`config.mk`:
```
export PLATFORM = sky130hd
export DESIGN_NAME = md5_multi_control
export DESIGN_NICKNAME = d
export VERILOG_FILES = /design/src/rtl/md5_multi_control.sv
export SDC_FILE = /design/constraint.sdc
export NUM_CORES = 1
export LEC_CHECK = 0
export ABC_AREA = 0
export CORE_UTILIZATION = 57
export CTS_CLUSTER_SIZE = 20
export DETAILED_ROUTE_END_ITERATION = 16
export PLACE_DENSITY = 0.83
export REMOVE_ABC_BUFFERS = 1
export SLEW_MARGIN = 15
export SYNTH_ARGS = -nofsm -noshare
export SYNTH_HDL_FRONTEND = slang
export SYNTH_HIERARCHICAL = 1
export SYNTH_SLANG_ARGS = --single-unit
```
`constraint.sdc`:
```
create_clock -name clk -period 3.4 [get_ports clk]
set_clock_uncertainty 0.15 [all_clocks]
set_input_delay 0.68 -clock clk [delete_from_list [all_inputs] [get_ports clk]]
set_output_delay 0.68 -clock clk [all_outputs]
set_load 0.03 [all_outputs]
```
`src/rtl/md5_multi_control.sv`:
```
// md5_multi_control: Avalon-MM slave that controls up to 32 MD5 cores.
//   Per-unit one-cycle start/reset pulses, busy tracking, sticky W1C done
//   flags and a maskable level interrupt.
// Ports:
//   clk, reset            clock, asynchronous active-high reset
//   avs_*                 Avalon-MM slave (3-bit word address, 32-bit data,
//                         fixed read latency 1)
//   md5_start/md5_reset   per-unit registered pulses
//   md5_done              per-unit level done from cores (clk domain)
//   irq                   |(DONE_STICKY & IRQ_MASK), registered
// Optional: define MD5CTRL_ACTIVE_COUNT_EN to add the saturating
//   ACTIVE_CYCLES counter at address 7 (reads 0 otherwise).

// Per-unit slot: pulse registers, busy bit and sticky done flag.
module md5_multi_control_unit (
  input  logic clk,
  input  logic reset,
  input  logic start_req,
  input  logic reset_req,
  input  logic clear_req,
  input  logic done,
  output logic start_pulse,
  output logic reset_pulse,
  output logic busy,
  output logic sticky
);
  logic done_q, rise, start_eff;

  assign rise      = done & ~done_q;
  // a busy unit ignores start; the top flags the collision
  assign start_eff = start_req & ~busy;

  always_ff @(posedge clk or posedge reset) begin
    if (reset) begin
      start_pulse <= 1'b0;
      reset_pulse <= 1'b0;
      done_q      <= 1'b0;
      busy        <= 1'b0;
      sticky      <= 1'b0;
    end else begin
      start_pulse <= start_eff;
      reset_pulse <= reset_req;
      done_q      <= done;
      // reset pulse dominates; a start only lands on an idle unit
      busy        <= ~reset_req & ((busy & ~rise) | start_eff);
      // a new done edge wins over any clear in the same cycle
      sticky      <= rise | (sticky & ~clear_req & ~reset_req);
    end
  end
endmodule

module md5_multi_control #(
  parameter int          NUM_UNITS = 32,
  parameter logic [7:0]  ID_VALUE  = 8'h5D
) (
  input  logic                 clk,
  input  logic                 reset,
  input  logic [2:0]           avs_address,
  input  logic                 avs_read,
  input  logic                 avs_write,
  input  logic [31:0]          avs_writedata,
  output logic [31:0]          avs_readdata,
  output logic                 avs_readdatavalid,
  output logic [NUM_UNITS-1:0] md5_start,
  output logic [NUM_UNITS-1:0] md5_reset,
  input  logic [NUM_UNITS-1:0] md5_done,
  output logic                 irq
);
  logic [NUM_UNITS-1:0] busy, sticky, mask, wbits;
  logic                 wr_reset, wr_start, wr_sticky, wr_mask, wr_status;
  logic                 collision, rd_acc;
  logic [31:0]          rd_mux;

  assign wbits     = avs_writedata[NUM_UNITS-1:0];
  assign wr_reset  = avs_write && (avs_address == 3'd0);
  assign wr_start  = avs_write && (avs_address == 3'd1);
  assign wr_sticky = avs_write && (avs_address == 3'd3);
  assign wr_mask   = avs_write && (avs_address == 3'd5);
  assign wr_status = avs_write && (avs_address == 3'd6);
  assign rd_acc    = avs_read && !avs_write;

  for (genvar g = 0; g < NUM_UNITS; g++) begin : g_unit
    md5_multi_control_unit u_unit (
      .clk        (clk),
      .reset      (reset),
      .start_req  (wr_start  & wbits[g]),
      .reset_req  (wr_reset  & wbits[g]),
      .clear_req  (wr_sticky & wbits[g]),
      .done       (md5_done[g]),
      .start_pulse(md5_start[g]),
      .reset_pulse(md5_reset[g]),
      .busy       (busy[g]),
      .sticky     (sticky[g])
    );
  end

  always_ff @(posedge clk or posedge reset) begin
    if (reset) begin
      mask      <= '0;
      collision <= 1'b0;
      irq       <= 1'b0;
    end else begin
      if (wr_mask) mask <= wbits;
      if (wr_start && |(wbits & busy))         collision <= 1'b1;
      else if (wr_status && avs_writedata[0])  collision <= 1'b0;
      irq <= |(sticky & mask);
    end
  end

`ifdef MD5CTRL_ACTIVE_COUNT_EN
  logic [31:0] active_cnt;
  always_ff @(posedge clk or posedge reset) begin
    if (reset)                                       active_cnt <= '0;
    else if (avs_write && avs_address == 3'd7)       active_cnt <= '0;
    else if (|busy && active_cnt != 32'hFFFF_FFFF)   active_cnt <= active_cnt + 32'd1;
  end
`endif

  // read mux sees pre-update state; unit vectors zero-extend to 32 bits
  always_comb begin
    rd_mux = '0;
    case (avs_address)
      3'd2: rd_mux[NUM_UNITS-1:0] = md5_done;
      3'd3: rd_mux[NUM_UNITS-1:0] = sticky;
      3'd4: rd_mux[NUM_UNITS-1:0] = busy;
      3'd5: rd_mux[NUM_UNITS-1:0] = mask;
      3'd6: rd_mux = {10'd0, 6'(NUM_UNITS), ID_VALUE, 7'd0, collision};
`ifdef MD5CTRL_ACTIVE_COUNT_EN
      3'd7: rd_mux = active_cnt;
`endif
      default: rd_mux = '0;
    endcase
  end

  always_ff @(posedge clk or posedge reset) begin
    if (reset) begin
      avs_readdata      <= '0;
      avs_readdatavalid <= 1'b0;
    end else begin
      avs_readdatavalid <= rd_acc;
      if (rd_acc) avs_readdata <= rd_mux;
    end
  end
endmodule

```
==> parameters.txt, run 1 <==
Parameter                              Value

Final layout
  Most used cells in the layout excluding fill and tap cells ... sky130_fd_sc_hd__dfrtp_1, sky130_fd_sc_hd__clkdlybuf4s50_1, sky130_fd_sc_hd__nor2_1, sky130_fd_sc_hd__inv_1
  Most common library cell in the layout ignoring fill and taps ... sky130_fd_sc_hd__dfrtp_1
  Proportion of layout cells with a drive suffix above 1 ... 0.1508
  # nets final ... 1079
  Final core utilization ... 0.7502
  Antenna diode count ... 0
  Final std cell area, no fill ... 0.01253 mm²
  Non-filler cells in the finished layout ... 1241
  Relative area change from synthesis to final layout ... 27.23%

Logic synthesis
  Per-instance average area after synthesis ... 11.91 µm²
  Simple-gate area share of the yosys netlist ... 0.1508
  Synth cell types ... 36
  Post-synth EDFFs ... 0
  Mux share of post-synthesis cell area ... 0.05120
  Post-Synth XOR/XNOR Area ... 0
  Share of the yosys chip area belonging to registers ... 0.5768
  Post-synthesis cell count ... 827
  Most instantiated flip-flop cell in the synthesis netlist ... sky130_fd_sc_hd__dfrtp_1
  Compound-cell area share of the yosys netlist ... 0.1686
  Largest family of logic cells by synthesized area ... compound AO/OA/AOI/OAI gates
  Share of synthesized cell area in full adder, half adder and majority cells ... 0
  Share of flip-flops with an asynchronous set or reset after synthesis ... 1.000
  YS warnings ... 6
  Post-Syn Area ... 0.009848 mm²
  Flip-flop and latch count after synthesis ... 227

STA
  Post-route clock period utilization ... 0.7609
  Timing-limited maximum frequency ... 386.6 MHz
  Total count of hold-check failures in the final report ... 0
  Minimum clock period after layout ... 2.587 ns
  Final setup vio count ... 0
  Transition at the pin with the smallest max-transition slack ... 0.5781 ns
  Relative max-transition margin ... 0.6146
  RSZ-0062 raised after global routing ... no
  Slew Viols, Final ... 0
  Setup TNS ... 0 ns

Floorplanning
  Die extent in y ... 133.4 µm
  Effective utilization at floorplan ... 0.5897
  Horizontal extent of the die ... 133.4 µm
  Row Count ... 47
  Die area ... 0.01781 mm²
  I/O pin count ... 169
  Core Box Area ... 0.01670 mm²

Route
  Number of nets with antenna violations after detailed routing ... 0
  Number of DRC markers after the initial detailed-route iteration ... 635
  Total via count after detailed routing ... 7626
  Routed wire length ... 27230 µm
  Routed length per instance ... 21.94 µm
  Routed via count divided by cell count ... 6.145
  Drt drc ... 0
  DRT Pass-1 Iters ... 5

Status
  Status ... finished clean

Place
  Number of input and output port buffers inserted ... 168
  Area post-placement ... 0.01177 mm²
  Gp weighted congestion ... 0.8538
  Total half-perimeter wirelength after legalization and detailed placement ... 18440 µm
  Placed Instances ... 1202

Clocking
  CTS H-tree depth ... 1
  Count of instances resized after the clock tree is built ... 0
  CTS sink cnt ... 227
  CTS tree ... built
  Clock slew seen by the registers of the worst setup and hold paths ... 0.06 ns
  Clock latency at the later pin of the worst-skew pair ... 0.51 ns
  Number of buffers inserted during clock tree synthesis ... 24
  Clock Path Buffers ... 3
  Post-CTS Repair Setup Buffers ... 0
  Hold-fix buffers, CTS ... 0
  Root buffer selected by CTS ... sky130_fd_sc_hd__clkbuf_16

Global routing
  Via count of the first global-routing pass ... 7780
  Largest net degree at the start of global routing ... 41
  Number of antenna violations at the first check in global routing ... 1
  Total congestion overflow after global routing ... 0
  Global-route wire length before repair ... 43040 µm
  Total GRT Usage ... 0.3142

Worst setup path
  Peak per-stage delay on the critical path ... 0.81 ns
  Crit path arrival time ... 2.83 ns
  Worst setup path class ... primary input to register
  Required arrival time at the worst endpoint ... 3.65 ns
  Crit path max fanout ... 21
  Critical Path End Type ... register
  Setup crit start kind ... primary input
  CP max-delay cell ... sky130_fd_sc_hd__clkdlybuf4s50_1
  List of cells traversed by the critical path ... clkdlybuf4s50_1, inv_1, nor2_2, buf_4, and2_1, nor2_1, a311oi_1
  Worst reg2reg setup slack ... 1.38 ns

Pwr
  Psw ... 2004 µW
  Share of power burned in combinational logic ... 0.173
  Internal power ... 5144 µW
  Sequential share of power ... 0.472
  Maximum ir drop on the vdd rail ... 0.4024 mV
  Static leakage power ... 0.005918 µW
  Power density over the cells ... 570.5 mW/mm²
  Sw frac ... 0.2804
  Share of total power in the clock network ... 0.355

Hold path
  Classification of the worst-slack hold path ... register to register

Job
  Reported max-cap violation count ... 0
## through the flow
step | setup slack (ns) | hold WS, ns | total power, µW
floorplan | 0.6235 | 0.3085 | 4038
CTS | 0.8649 | 0.3329 | 7146
global route | 0.7647 | 0.3702 | 7407
global placement | 0.4103 | 0.3141 | 4559
detailed placement | 0.3938 | 0.3205 | 4610
finish | 0.8130 | 0.3285 | 7148
## sequential cells by signal, summed over array words and instances, names as in the netlist
register                   cells
g_unit.u_unit/reset_pulse     32
g_unit.u_unit/busy            32
collision                      1
g_unit.u_unit/start_pulse     32
irq                            1
mask                          32
g_unit.u_unit/done_q          32
avs_readdata                  32
g_unit.u_unit/sticky          32
avs_readdatavalid              1
## kinds of logic (layout without fill, tap and decap cells)
family                 count (synthesis)  in the layout
DFF                                  227            227
muxes                                 35             35
buffers and inverters                106            300
AOI/OAI and AO/OA                    196            196
and+or+nand+nor                      263            263
## power groups by stage
stage / clock network, µW / logic [µW] / registers (µW)
6_report: 2540 / 1230 / 3370
3_5_place_dp: 0 / 1210 / 3400
2_1_floorplan: 0 / 623 / 3410
3_3_place_gp: 0 / 1170 / 3390
5_1_grt: 2680 / 1320 / 3410
4_1_cts: 2560 / 1230 / 3360
## synth_stat cells, types with 16 or more instances
cell	instances	area share
sky130_fd_sc_hd__inv_1	67	0.026
sky130_fd_sc_hd__o21ai_1	26	0.013
sky130_fd_sc_hd__nor2_1	77	0.029
sky130_fd_sc_hd__and2_1	64	0.041
sky130_fd_sc_hd__and3_1	32	0.020
sky130_fd_sc_hd__a22o_1	64	0.057
sky130_fd_sc_hd__nand2_1	32	0.012
sky130_fd_sc_hd__dfrtp_1	227	0.58
sky130_fd_sc_hd__and2b_2	32	0.028
sky130_fd_sc_hd__a22oi_1	28	0.021
sky130_fd_sc_hd__a221oi_2	16	0.024
sky130_fd_sc_hd__mux2_4	30	0.046
sky130_fd_sc_hd__a311oi_1	32	0.028
## routing by layer
layer  up-vias  track usage  wire [µm]
li1       3304            -          -
met1      3820       0.4202      10670
met2       427       0.5093      13130
met3        75      0.06507       2476
met4         0       0.1162        949
met5         -            0          0
## final cells by class
| type | count | area (µm²) |
|---|---|---|
| tap | 220 | 275.3 |
| timing repair buffer | 194 | 1902 |
| sequential | 227 | 5680 |
| clock inverter | 5 | 53.80 |
| fill | 1101 | 4172 |
| clock buffer | 34 | 709.4 |
| multi-input combinational | 494 | 3657 |
| inverter | 67 | 251.5 |
## path summary, 6_finish.rpt
kind | from | endpoint | depth (start not counted)
max | avs_address[0] | g_unit[28].u_unit/busy$_DFF_PP0_ | 7
min | avs_readdata[12]$_DFFE_PP0P_ | avs_readdata[12]$_DFFE_PP0P_ | 2
max reg2reg | g_unit[5].u_unit/busy$_DFF_PP0_ | collision$_DFFE_PP0P_ | 4
min reg2reg | avs_readdata[12]$_DFFE_PP0P_ | avs_readdata[12]$_DFFE_PP0P_ | 2
max in group asynchronous | reset | avs_readdata[7]$_DFFE_PP0P_ | 3
min in group asynchronous | reset | avs_readdata[20]$_DFFE_PP0P_ | 2
## worst max-delay path: cells and delay by family
kind                   cells  cell delay (ns)
AOI/OAI and AO/OA          1             0.31
buffers and inverters      3             1.36
and+or+nand+nor            3             0.48
(Power assumes the default switching activity.)
==> inputs of run 2 (changes only) <==
--- a/config.mk
+++ b/config.mk
@@ -6,10 +6,10 @@
 export NUM_CORES = 1
 export LEC_CHECK = 0
 export ABC_AREA = 0
-export CORE_UTILIZATION = 57
+export CORE_UTILIZATION = 48
 export CTS_CLUSTER_SIZE = 20
 export DETAILED_ROUTE_END_ITERATION = 16
-export PLACE_DENSITY = 0.83
+export PLACE_DENSITY = 0.74
 export REMOVE_ABC_BUFFERS = 1
 export SLEW_MARGIN = 15
 export SYNTH_ARGS = -nofsm -noshare
==> constraint.sdc (replaced) <==
create_clock -name clk -period 2.2 [get_ports clk]
set_clock_uncertainty 0.15 [all_clocks]
set_input_delay 0.44 -clock clk [delete_from_list [all_inputs] [get_ports clk]]
set_output_delay 0.44 -clock clk [all_outputs]
set_load 0.03 [all_outputs]
==> parameters.txt, run 2 (synthesis results as in run 1) <==
Parameter                              Value

STA
  Setup TNS ... 0 ns
  Slew Viols, Final ... 0
  Minimum clock period after layout ... 2.169 ns
  Timing-limited maximum frequency ... 461.0 MHz
  Total count of hold-check failures in the final report ... 0
  Final setup vio count ... 0
  Transition at the pin with the smallest max-transition slack ... 0.4842 ns
  Post-route clock period utilization ... 0.9859
  RSZ-0062 raised after global routing ... no
  Relative max-transition margin ... 0.6772

Final layout
  # nets final ... 1164
  Area used by multi-input combinational logic ... 0.003657 mm²
  Register area ... 0.005680 mm²
  Antenna diode count ... 0
  Most used cells in the layout excluding fill and tap cells ... sky130_fd_sc_hd__dfrtp_1, sky130_fd_sc_hd__clkdlybuf4s50_1, sky130_fd_sc_hd__buf_4, sky130_fd_sc_hd__nor2_1, sky130_fd_sc_hd__inv_1
  Relative area change from synthesis to final layout ... 36.31%
  Fill count ... 1555
  Most common library cell in the layout ignoring fill and taps ... sky130_fd_sc_hd__dfrtp_1
  Proportion of layout cells with a drive suffix above 1 ... 0.2223

Route
  Routed wire length ... 27000 µm
  Routed via count divided by cell count ... 5.555
  Number of nets with antenna violations after detailed routing ... 0
  Total via count after detailed routing ... 7671
  Routed length per instance ... 19.55 µm
  Drt drc ... 0
  Number of DRC markers after the initial detailed-route iteration ... 469
  DRT Pass-1 Iters ... 6

Pwr
  Maximum ir drop on the vdd rail ... 0.4996 mV
  Total power consumption of the routed design ... 11340 µW
  Power density over the cells ... 845.0 mW/mm²
  Static leakage power ... 0.006537 µW

Clocking
  Hold-fix buffers, CTS ... 0
  Post-CTS Repair Setup Buffers ... 0
  Clock Path Buffers ... 3
  Root buffer selected by CTS ... sky130_fd_sc_hd__clkbuf_16
  CTS tree ... built
  Clock latency at the later pin of the worst-skew pair ... 0.51 ns
  Number of buffers inserted during clock tree synthesis ... 25
  CTS H-tree depth ... 1
  Clock slew seen by the registers of the worst setup and hold paths ... 0.06 ns
  CTS sink cnt ... 227

Worst setup path
  Crit path arrival time ... 1.58 ns
  Buffers plus inverters on the worst setup path ... 1
  Peak per-stage delay on the critical path ... 0.68 ns
  Worst setup path class ... register to output port
  Required arrival time at the worst endpoint ... 1.61 ns
  Top Family by Delay on Critical Path ... buffers and inverters
  List of cells traversed by the critical path ... clkdlybuf4s50_1
  Crit path max fanout ... 2
  CP max-delay cell ... sky130_fd_sc_hd__clkdlybuf4s50_1
  Setup crit start kind ... register
  Critical Path End Type ... output port

Status
  Status ... finished clean

Global routing
  Via count of the first global-routing pass ... 7716
  Total congestion overflow after global routing ... 0
  Global-route wire length before repair ... 42900 µm
  Largest net degree at the start of global routing ... 36
  Total GRT Usage ... 0.2617
  Number of antenna violations at the first check in global routing ... 1

Floorplanning
  Die area ... 0.02109 mm²
  Core Box Area ... 0.02017 mm²
  Effective utilization at floorplan ... 0.4883
  Row Count ... 52
  I/O pin count ... 169
  Horizontal extent of the die ... 145.2 µm
  Die extent in y ... 145.2 µm

Hold path
  Classification of the worst-slack hold path ... primary input to asynchronous set/reset pin

Job
  Reported max-cap violation count ... 0

Place
  Number of input and output port buffers inserted ... 168
  Total half-perimeter wirelength after legalization and detailed placement ... 19190 µm
  Gp weighted congestion ... 0.8701
==> run 2: routing by layer <==
metal | global-route usage | wire (µm)
met2 | 0.4231 | 12820
met1 | 0.3702 | 11730
met5 | 0 | 0
met3 | 0.04057 | 1921
met4 | 0.06632 | 529
==> run 2: layout make-up <==
class,instances,area share
clock buffer,31,0.05201
tap,270,0.02517
clock inverter,14,0.009321
multi-input combinational,494,0.2724
sequential,227,0.4232
inverter,67,0.01873
timing repair buffer,278,0.1992
==> run 2: final timing paths <==
path                                                           end                        startpoint  slack, ns  depth (start not counted)
min in group clk                g_unit[25].u_unit/done_q$_DFF_PP0_                      md5_done[25]       0.31                          1
worst max register to register               collision$_DFFE_PP0P_  g_unit[19].u_unit/busy$_DFF_PP0_       0.19                          5
worst min register to register        avs_readdata[24]$_DFFE_PP0P_      avs_readdata[24]$_DFFE_PP0P_       0.36                          2
worst max-delay path                               avs_readdata[6]       avs_readdata[6]$_DFFE_PP0P_       0.03                          1
worst min-delay path                  avs_readdata[23]$_DFFE_PP0P_                             reset       0.21                          3
max in group asynchronous                     mask[31]$_DFFE_PP0P_                             reset       1.27                          3
==> run 2: tightest hold or removal path, delay by kind of cell <==
kind | cells | cell delay [ns]
buffers and inverters | 3 | 0.80
==> run 2: per-stage QoR <==
stage / instances / utilization / area, µm² / hold slack, ns / worst slack [ns]
floorplan: 788 / - / 9582 / 0.06852 / -0.3365
global placement: 1336 / 0.6239 / 12580 / 0.3223 / -0.2591
detailed placement: 1336 / 0.6239 / 12580 / 0.3411 / -0.3267
CTS: 1381 / 0.6647 / 13410 / 0.2155 / 0.009028
global route: 1381 / 0.6656 / 13420 / 0.2503 / 0.005057
finish: 1381 / 0.6656 / 13420 / 0.2079 / 0.03103
==> run 2: repair_timing <==
item	CTS	global route
resized for setup	1	7
setup endpoints to repair	1	7
hold endpoints to repair	0	0
==> run 2: report_power, final <==
group,internal [µW],total (µW),leakage (µW),switching [µW]
Clock,2480,4150,0.000413,1680
Combinational,1030,2000,0.00330,968
Sequential,4670,5200,0.00283,527
